## src/rtl/reg_dump_seq_pkg.sv

```systemverilog
// Shared definitions for the register dump sequencer and its register file.
package reg_dump_seq_pkg;

    localparam int unsigned DEF_DATA_W = 8;
    localparam int unsigned DEF_ADDR_W = 2;

    typedef enum logic [1:0] {
        ST_IDLE = 2'd0,
        ST_LOAD = 2'd1,
        ST_SEND = 2'd2,
        ST_DONE = 2'd3
    } dump_state_e;

endpackage : reg_dump_seq_pkg

```

## src/rtl/reg_dump_seq.sv

```systemverilog
// Register dump sequencer: walks register indices 0..NUM_REGS-1, capturing
// each value from the register file in its own LOAD cycle and presenting it
// as a valid/ready beat. All outputs except rr are registered; rr follows the
// index register directly.
module reg_dump_seq
    import reg_dump_seq_pkg::*;
#(
    parameter int unsigned DATA_W   = DEF_DATA_W,
    parameter int unsigned ADDR_W   = DEF_ADDR_W,
    parameter int unsigned NUM_REGS = 4
) (
    input  logic              clk,
    input  logic              rst_n,
    input  logic              start,
    output logic [ADDR_W-1:0] rr,
    input  logic [DATA_W-1:0] rd,
    output logic [DATA_W-1:0] out_data,
    output logic [ADDR_W-1:0] out_idx,
    output logic              out_valid,
    input  logic              out_ready,
    output logic              busy,
    output logic              done
);

    localparam logic [ADDR_W-1:0] LAST_IDX = ADDR_W'(NUM_REGS - 1);

    dump_state_e       state_q;
    logic [ADDR_W-1:0] idx_q;
    logic [DATA_W-1:0] out_data_q;
    logic [ADDR_W-1:0] out_idx_q;
    logic              out_valid_q;
    logic              busy_q;
    logic              done_q;

    // Sequencer FSM with inline index counter and registered beat/status outputs.
    always_ff @(posedge clk or negedge rst_n) begin
        if (!rst_n) begin
            state_q     <= ST_IDLE;
            idx_q       <= '0;
            out_data_q  <= '0;
            out_idx_q   <= '0;
            out_valid_q <= 1'b0;
            busy_q      <= 1'b0;
            done_q      <= 1'b0;
        end else begin
            case (state_q)
                ST_IDLE: begin
                    if (start) begin
                        state_q <= ST_LOAD;
                        idx_q   <= '0;
                        busy_q  <= 1'b1;
                    end
                end
                ST_LOAD: begin
                    out_data_q  <= rd;
                    out_idx_q   <= idx_q;
                    out_valid_q <= 1'b1;
                    state_q     <= ST_SEND;
                end
                ST_SEND: begin
                    if (out_valid_q && out_ready) begin
                        out_valid_q <= 1'b0;
                        if (idx_q == LAST_IDX) begin
                            // Index stays on the last register until DONE exits.
                            state_q <= ST_DONE;
                            done_q  <= 1'b1;
                        end else begin
                            idx_q   <= idx_q + 1'b1;
                            state_q <= ST_LOAD;
                        end
                    end
                end
                ST_DONE: begin
                    // Clearing the index here keeps rr at 0 whenever idle.
                    done_q  <= 1'b0;
                    busy_q  <= 1'b0;
                    idx_q   <= '0;
                    state_q <= ST_IDLE;
                end
                default: begin
                    state_q <= ST_IDLE;
                end
            endcase
        end
    end

    assign rr        = idx_q;
    assign out_data  = out_data_q;
    assign out_idx   = out_idx_q;
    assign out_valid = out_valid_q;
    assign busy      = busy_q;
    assign done      = done_q;

endmodule : reg_dump_seq

```

## config.mk

```make
export PLATFORM = sky130hd
export DESIGN_NAME = reg_dump_seq
export DESIGN_NICKNAME = d
export VERILOG_FILES = /design/src/rtl/reg_dump_seq_pkg.sv /design/src/rtl/reg_dump_seq.sv
export SDC_FILE = /design/constraint.sdc
export NUM_CORES = 1
export LEC_CHECK = 0
export ABC_CLOCK_PERIOD_IN_PS = 1300
export CORE_MARGIN = 10
export CORE_UTILIZATION = 52
export CTS_CLUSTER_DIAMETER = 120
export DETAILED_ROUTE_END_ITERATION = 12
export DONT_BUFFER_PORTS = 1
export GPL_ROUTABILITY_DRIVEN = 0
export GPL_TIMING_DRIVEN = 0
export PLACE_DENSITY = 0.7
export SETUP_SLACK_MARGIN = 0.2
export SLEW_MARGIN = 10
export SYNTH_ARGS = -nofsm -noshare
export SYNTH_HDL_FRONTEND = slang
export SYNTH_SLANG_ARGS = --single-unit
```

## constraint.sdc

```tcl
create_clock -name clk -period 1.3 [get_ports clk]
set_input_delay 0.39 -clock clk [delete_from_list [all_inputs] [get_ports clk]]
set_output_delay 0.39 -clock clk [all_outputs]
set_load 0.05 [all_outputs]
```

==> impl_results.md, run 1 <==
* Worst EP arrival at between 1.5 and 2 ns
* WP data required at 1.48 ns
* Post-synthesis compound-gate area fraction at between 8 and 9%
* GRT Overall Usage at around a tenth
* Chip Height at slightly below 60 um
* Initial Util at between 50% and 60%
* Violated checks: setup timing
* Combinational family with the most area after synthesis: multiplexers
* Area growth, synth to finish at 30.10%
* PD cells at 3043 nW/um2
* Setup CP Type: register to register
* Slew @ Worst Pin at 0.7346 ns
* Final min period at ~1.5 ns
* DRC viols at 0
* Final period util at 115.9%
* WL/cell at ~21 um
* Met2 routed WL at 805 um
* Worst skew pair latency at between 0.2 and 0.3 ns
* Io pins at 27
* CP max FO at 5
* DR vias/cell at roughly 5.7
* Clk sinks at 17
* Number of global-route vias before repair at 488
* DRT Pass-1 Iters at 4
* IO Port Bufs at 0
* Synth Area in Simple Gates at approximately 7.4%
* Post-synthesis mux area share at roughly a fifth
* Synth warn at 0
* WL final at ~1.8 mm
* Die Wd at roughly 59 um
* # setup viols final at 3
* Crit start category: register
* Wire length on met3 at ~160 um
* Status: finished, violations left
* Final nets at ~80
* Cell count after synthesis at 55
* Xor/xnor share of the synthesized area at between 1 and 1.5%
* Clk_skew at between 0.003 and 0.004 ns
* Avg Inst Size Synth at ~14 um2
* Area after DPL at ~810 um2
* Fill cells at 92
* Final WS setup at -0.2068 ns
* Share of cells above drive strength 1 at a little under 70%
* RSZ-0062 raised after global routing: true
* Max-slew violation count at 0
* Post-Synth Adder-Cell Area at between 1.5 and 2%
* Worst-path clk slew at between 0.1 and 0.15 ns
* VDD IR max at 1.677 mV
* CTS Buffer Depth at 2
* Metal1 wirelength at roughly 770 um
* DRT antenna net count at 0
* Largest net degree at the start of global routing at 18
* Yosys cell types at 22
* Syn nets at 68
* Global route overflow at 0
* Synth Cell Area at between 700 and 800 um2
* Register bit total from synthesis at 17
* Fin util at 74.51%
* Post-DP HPWL at approximately 1.1 mm
* Critical Path Sink Type: register
* Row cnt at 13
* Num CTS Buffers at 3
* Clock root buffer: clkbuf_4
* Maximum clock rate at approximately 0.66 GHz
* Max_cap viols at 0
* Headroom to the max-slew limit at between 50% and 60%
* Core Area at around 1400 um2
* # H-tree levels at 1
* Hold Path Class: input pin to async pin
* Sequential element share of the synthesized area at 55.02%
* Full die area at 3429 um2
* CTS tree: done
* Leak at between 0.4 and 0.5 nW
* Top Layer Used: met4
* First-pass GRT wire length at 2.718 mm
* Initial antenna violation count at 0
* Hold Violations, Final at 0
* Design area at ~1000 um2
* ANT cells at 0
* Total number of vias at 471
* Initial DRC Count at 4
cells in the final DEF (no fill, tap or decap):
master	Yosys	layout
ha_4	0	1
buf_16	0	1
dfrtp_1	17	2
clkinv_2	0	1
a41oi_2	0	1
nor2b_4	1	1
dfrtp_4	0	2
o21ai_0	1	1
buf_12	1	2
dlymetal6s4s_1	0	1
nand3_1	2	2
and3b_2	1	1
a21oi_2	0	1
nand2_1	2	2
mux2i_1	1	1
o22ai_1	1	1
o21bai_1	2	2
inv_1	3	3
nand2b_4	0	1
buf_6	1	5
a21oi_1	4	3
mux2_4	9	10
clkbuf_4	0	3
nor2_1	1	1
xnor2_2	0	1
buf_4	1	3
nand2b_1	2	1
o31ai_1	1	1
dfrtp_2	0	13
Yosys cell counts:
library cell	instances	share of area [%]
a21oi_1	4	2.6
a41oi_1	1	1.1
and3b_2	1	1.3
buf_12	1	2.6
buf_4	1	0.97
buf_6	1	1.5
dfrtp_1	17	55
ha_1	1	1.6
inv_1	3	1.5
mux2_2	1	1.5
mux2_4	9	17
mux2i_1	1	1.3
nand2_1	2	0.97
nand2b_1	2	1.6
nand3_1	2	1.3
nor2_1	1	0.48
nor2b_4	1	1.8
o21ai_0	1	0.65
o21bai_1	2	1.9
o22ai_1	1	0.81
o31ai_1	1	0.97
xnor2_1	1	1.1
critical path: stages (launching register included):
cell	delay [ns]
dfrtp_4	0.61
ha_4	0.20
and3b_2	0.27
buf_4	0.13
xnor2_2	0.10
o22ai_1	0.09
cells by family after synthesis:
family / Yosys count
XOR/XNOR: 1
buffers and inverters: 6
multiplexers: 11
adder cells (fa/ha/maj): 1
AND/OR/NAND/NOR: 9
flip-flops: 17
AO/OA/AOI/OAI: 10
area by class of cell:
cell class              instances  area [um2]  share of cell area, %
well taps                      15       18.77                  1.866
clock inverters                 1       5.005                 0.4975
inverters                       3       11.26                  1.119
plain buffers                   3       42.54                  4.229
flip-flops and latches         17       449.2                  44.65
multi-input cells              32       340.3                  33.83
clock buffers                   3       22.52                  2.239
repair buffers                  9       116.4                  11.57
timing repair:
action,CTS,global route
cloned,1,0
setup buffers,5,2
endpoints found under the setup margin,30,47
hold endpoints to repair,17,0
resized for setup,21,4
pin swaps,0,1
hold buffers,1,0
through the flow:
stage / hold slack, ns / TNS, ns / setup slack, ns / power [mW] / std cells
finish: 0.2130 / -0.4053 / -0.2068 / 3.062 / 83
global placement: 0.09493 / -0.1676 / -0.1139 / 2.347 / 70
CTS: 0.2298 / -0.3724 / -0.1892 / 3.007 / 81
floorplan: 0.09441 / -0.05140 / -0.05140 / 2.231 / 55
detailed placement: 0.09504 / -0.2459 / -0.1776 / 2.385 / 70
global route: 0.2139 / -0.8417 / -0.2514 / 3.197 / 83
path summary, 6_finish.rpt:
kind | start | end | slack [ns] | cells after the start
max | rr[0]$_DFFE_PN0P_ | rr[0]$_DFFE_PN0P_ | -0.21 | 5
min | rst_n | state_q[1]$_DFFE_PN0P_ | 0.21 | 1
max reg2reg | rr[0]$_DFFE_PN0P_ | rr[0]$_DFFE_PN0P_ | -0.21 | 5
min reg2reg | state_q[0]$_DFFE_PN0P_ | state_q[0]$_DFFE_PN0P_ | 0.63 | 3
max in group asynchronous | rst_n | rr[0]$_DFFE_PN0P_ | 0.55 | 1
min in group clk | start | state_q[0]$_DFFE_PN0P_ | 0.23 | 2
state kept, by name, summed over array words and instances, names as in the netlist:
signal,count
out_valid,1
state_q,2
out_idx,2
done,1
busy,1
out_data,8
rr,2
layer usage:
| layer | vias to the layer above | track usage (%) |
|---|---|---|
| met5 | - | 0 |
| met4 | 0 | 3.020 |
| met3 | 2 | 4.936 |
| met2 | 22 | 14.72 |
| met1 | 232 | 13.44 |
| li1 | 215 | - |
power breakdown:
group          internal [mW]  total (mW)  switching (mW)
clock network          0.114       0.290           0.176
logic                  0.735        1.13           0.393
registers              0.783        1.64           0.860
total                   1.63        3.06            1.43
(Power assumes the default switching activity.)
==> run 2, diff against run 1 <==
--- a/config.mk
+++ b/config.mk
@@ -7,15 +7,14 @@
 export LEC_CHECK = 0
 export ABC_CLOCK_PERIOD_IN_PS = 1300
 export CORE_MARGIN = 10
-export CORE_UTILIZATION = 52
+export CORE_UTILIZATION = 30
 export CTS_CLUSTER_DIAMETER = 120
 export DETAILED_ROUTE_END_ITERATION = 12
 export DONT_BUFFER_PORTS = 1
 export GPL_ROUTABILITY_DRIVEN = 0
 export GPL_TIMING_DRIVEN = 0
-export PLACE_DENSITY = 0.7
 export SETUP_SLACK_MARGIN = 0.2
-export SLEW_MARGIN = 10
+export SLEW_MARGIN = 20
 export SYNTH_ARGS = -nofsm -noshare
 export SYNTH_HDL_FRONTEND = slang
 export SYNTH_SLANG_ARGS = --single-unit
==> impl_results.md, run 2 (synthesis results as in run 1) <==
* Initial DRC Count at 48
* Largest net degree at the start of global routing at 18
* # H-tree levels at 1
* Number of global-route vias before repair at roughly 540
* Final period util at 111.8%
* Violated checks: setup timing
* Reg area at roughly 450 um2
* Max-slew violation count at 0
* DRC viols at 0
* CTS tree: done
* Cell Chain, Critical Path: ha_4, and3b_2, mux2i_1, o31ai_1
* Clock root buffer: clkbuf_4
* Slew @ Worst Pin at between 0.7 and 0.8 ns
* Core Area at between 2000 and 2500 um2
* DRT antenna net count at 0
* RSZ-0062 raised after global routing: true
* Initial antenna violation count at 0
* Final min period at 1.453 ns
* Worst EP arrival at around 1.6 ns
* Commonest cells after routing, fill and taps aside: dfrtp_2 (13), mux2_4 (10), buf_4 (6)
* GRT Overall Usage at 7.937%
* Share of cells above drive strength 1 at roughly 70%
* IO Port Bufs at 0
* Worst slack, placed at -0.1364 ns
* ANT cells at 0
* Critical Path Max Stage Delay at 0.60 ns
* CTS Buffer Depth at 2
* Post-DP HPWL at about 1.2 mm
* CP max FO at 5
* Critical Path Sink Type: register
* Chip Height at a little over 70 um
* Num CTS Buffers at 3
* Worst skew pair latency at 0.30 ns
* Io pins at 27
* Most common cell after layout, fill and taps aside: dfrtp_2
* Fill cells at around 240
* Hold Path Class: input pin to async pin
* Worst-path clk slew at approximately 0.11 ns
* Maximum clock rate at between 0.6 and 0.7 GHz
* Max_cap viols at 0
* Area growth, synth to finish at 32.36%
* Initial Util at around 31%
* # setup viols final at 3
* VDD IR max at about 1.6 mV
* Slowest cell on the critical path: dfrtp_4
* Row cnt at 18
* Crit start category: register
* Leak at ~0.45 nW
* WL/cell at about 19 um
* Clk_skew at 0.009207 ns
* Die Wd at 70.77 um
* Full die area at ~5000 um2
* WL final at slightly below 2 mm
* Setup CP Type: register to register
* Fin util at between 40% and 50%
* Area taken by multi-input logic gates at 336.6 um2
* DRT Pass-1 Iters at 6
* Headroom to the max-slew limit at 50.15%
* Hold Violations, Final at 0
* Final nets at 84
* PD cells at approximately 3000 nW/um2
* Global route overflow at 0
* WP data required at approximately 1.5 ns
* First-pass GRT wire length at around 3.1 mm
* Status: finished, violations left
* Max reg flops at 8
* Clk sinks at 17
* Total number of vias at between 400 and 500
* DR vias/cell at between 4 and 5
* Final WS setup at -0.1534 ns
-- run 2: metrics by stage --
step / power (mW) / std cells / instance area [um2] / TNS [ns] / hold slack [ns]
finish: 3.057 / 100 / 1023 / -0.3003 / 0.2106
global route: 3.226 / 100 / 1023 / -0.8902 / 0.2138
global placement: 2.356 / 85 / 829.5 / -0.1793 / 0.09494
floorplan: 2.231 / 55 / 792.0 / -0.05140 / 0.09441
CTS: 2.986 / 96 / 984.7 / -0.2335 / 0.2210
detailed placement: 2.395 / 85 / 829.5 / -0.2073 / 0.09500
-- run 2: metal layers --
metal / global-route usage (%) / up-vias / wire, um
met2: 13.75 / 13 / 1015
met1: 8.168 / 244 / 788
met4: 1.935 / 0 / 0
li1: - / 220 / -
met3: 4.324 / 0 / 123
met5: 0 / - / 0
-- run 2: worst max-delay path: cells and delay by family (launching register included) --
family,cells,cell delay (ns)
flops,1,0.60
simple gates,1,0.27
fa+ha+maj,1,0.20
mux,1,0.19
compound gates,1,0.08
-- run 2: layout make-up --
cell class / count / share of cell area [%]
clock inverters: 1 / 0.4890
multi-input cells: 32 / 32.89
flip-flops and latches: 17 / 43.89
inverters: 3 / 1.100
repair buffers: 11 / 11.61
plain buffers: 3 / 4.156
clock buffers: 3 / 2.200
well taps: 30 / 3.667
-- run 2: worst paths after layout --
check / startpoint / slack [ns] / endpoint / cells after the start
setup / recovery: rr[0]$_DFFE_PN0P_ / -0.15 / rr[1]$_DFFE_PN0P_ / 4
hold / removal: rst_n / 0.21 / state_q[1]$_DFFE_PN0P_ / 1
setup reg to reg: rr[0]$_DFFE_PN0P_ / -0.15 / rr[1]$_DFFE_PN0P_ / 4
hold reg to reg: state_q[0]$_DFFE_PN0P_ / 0.72 / done$_DFFE_PN0P_ / 4
max in group asynchronous: rst_n / 0.53 / rr[1]$_DFFE_PN0P_ / 1
min in group clk: rd[4] / 0.23 / out_data[4]$_DFFE_PN0P_ / 1
-- run 2: repair_timing --
| item | 4_1_cts | 5_1_grt |
|---|---|---|
| hold endpoints to repair | 17 | 0 |
| pin swaps | 2 | 3 |
| setup endpoints to repair | 31 | 47 |
| resized for setup | 22 | 3 |
| gates cloned | 1 | 0 |
| setup buffers | 5 | 4 |
| hold buffers | 1 | 0 |
-- run 2: power breakdown --
part           total (mW)  switching (mW)  leakage [nW]  internal (mW)
Sequential           1.65           0.867         0.191          0.783
Clock               0.290           0.175        0.0177          0.115
Combinational        1.12           0.393         0.243          0.724
Total                3.06            1.43         0.452           1.62
==> run 3, diff against run 2 <==
--- a/config.mk
+++ b/config.mk
@@ -13,6 +13,7 @@
 export DONT_BUFFER_PORTS = 1
 export GPL_ROUTABILITY_DRIVEN = 0
 export GPL_TIMING_DRIVEN = 0
+export HOLD_SLACK_MARGIN = 0.05
 export SETUP_SLACK_MARGIN = 0.2
 export SLEW_MARGIN = 20
 export SYNTH_ARGS = -nofsm -noshare
==> results of run 3 <==
Same layout as run 2: the final DEF is identical, and so are final timing and power.
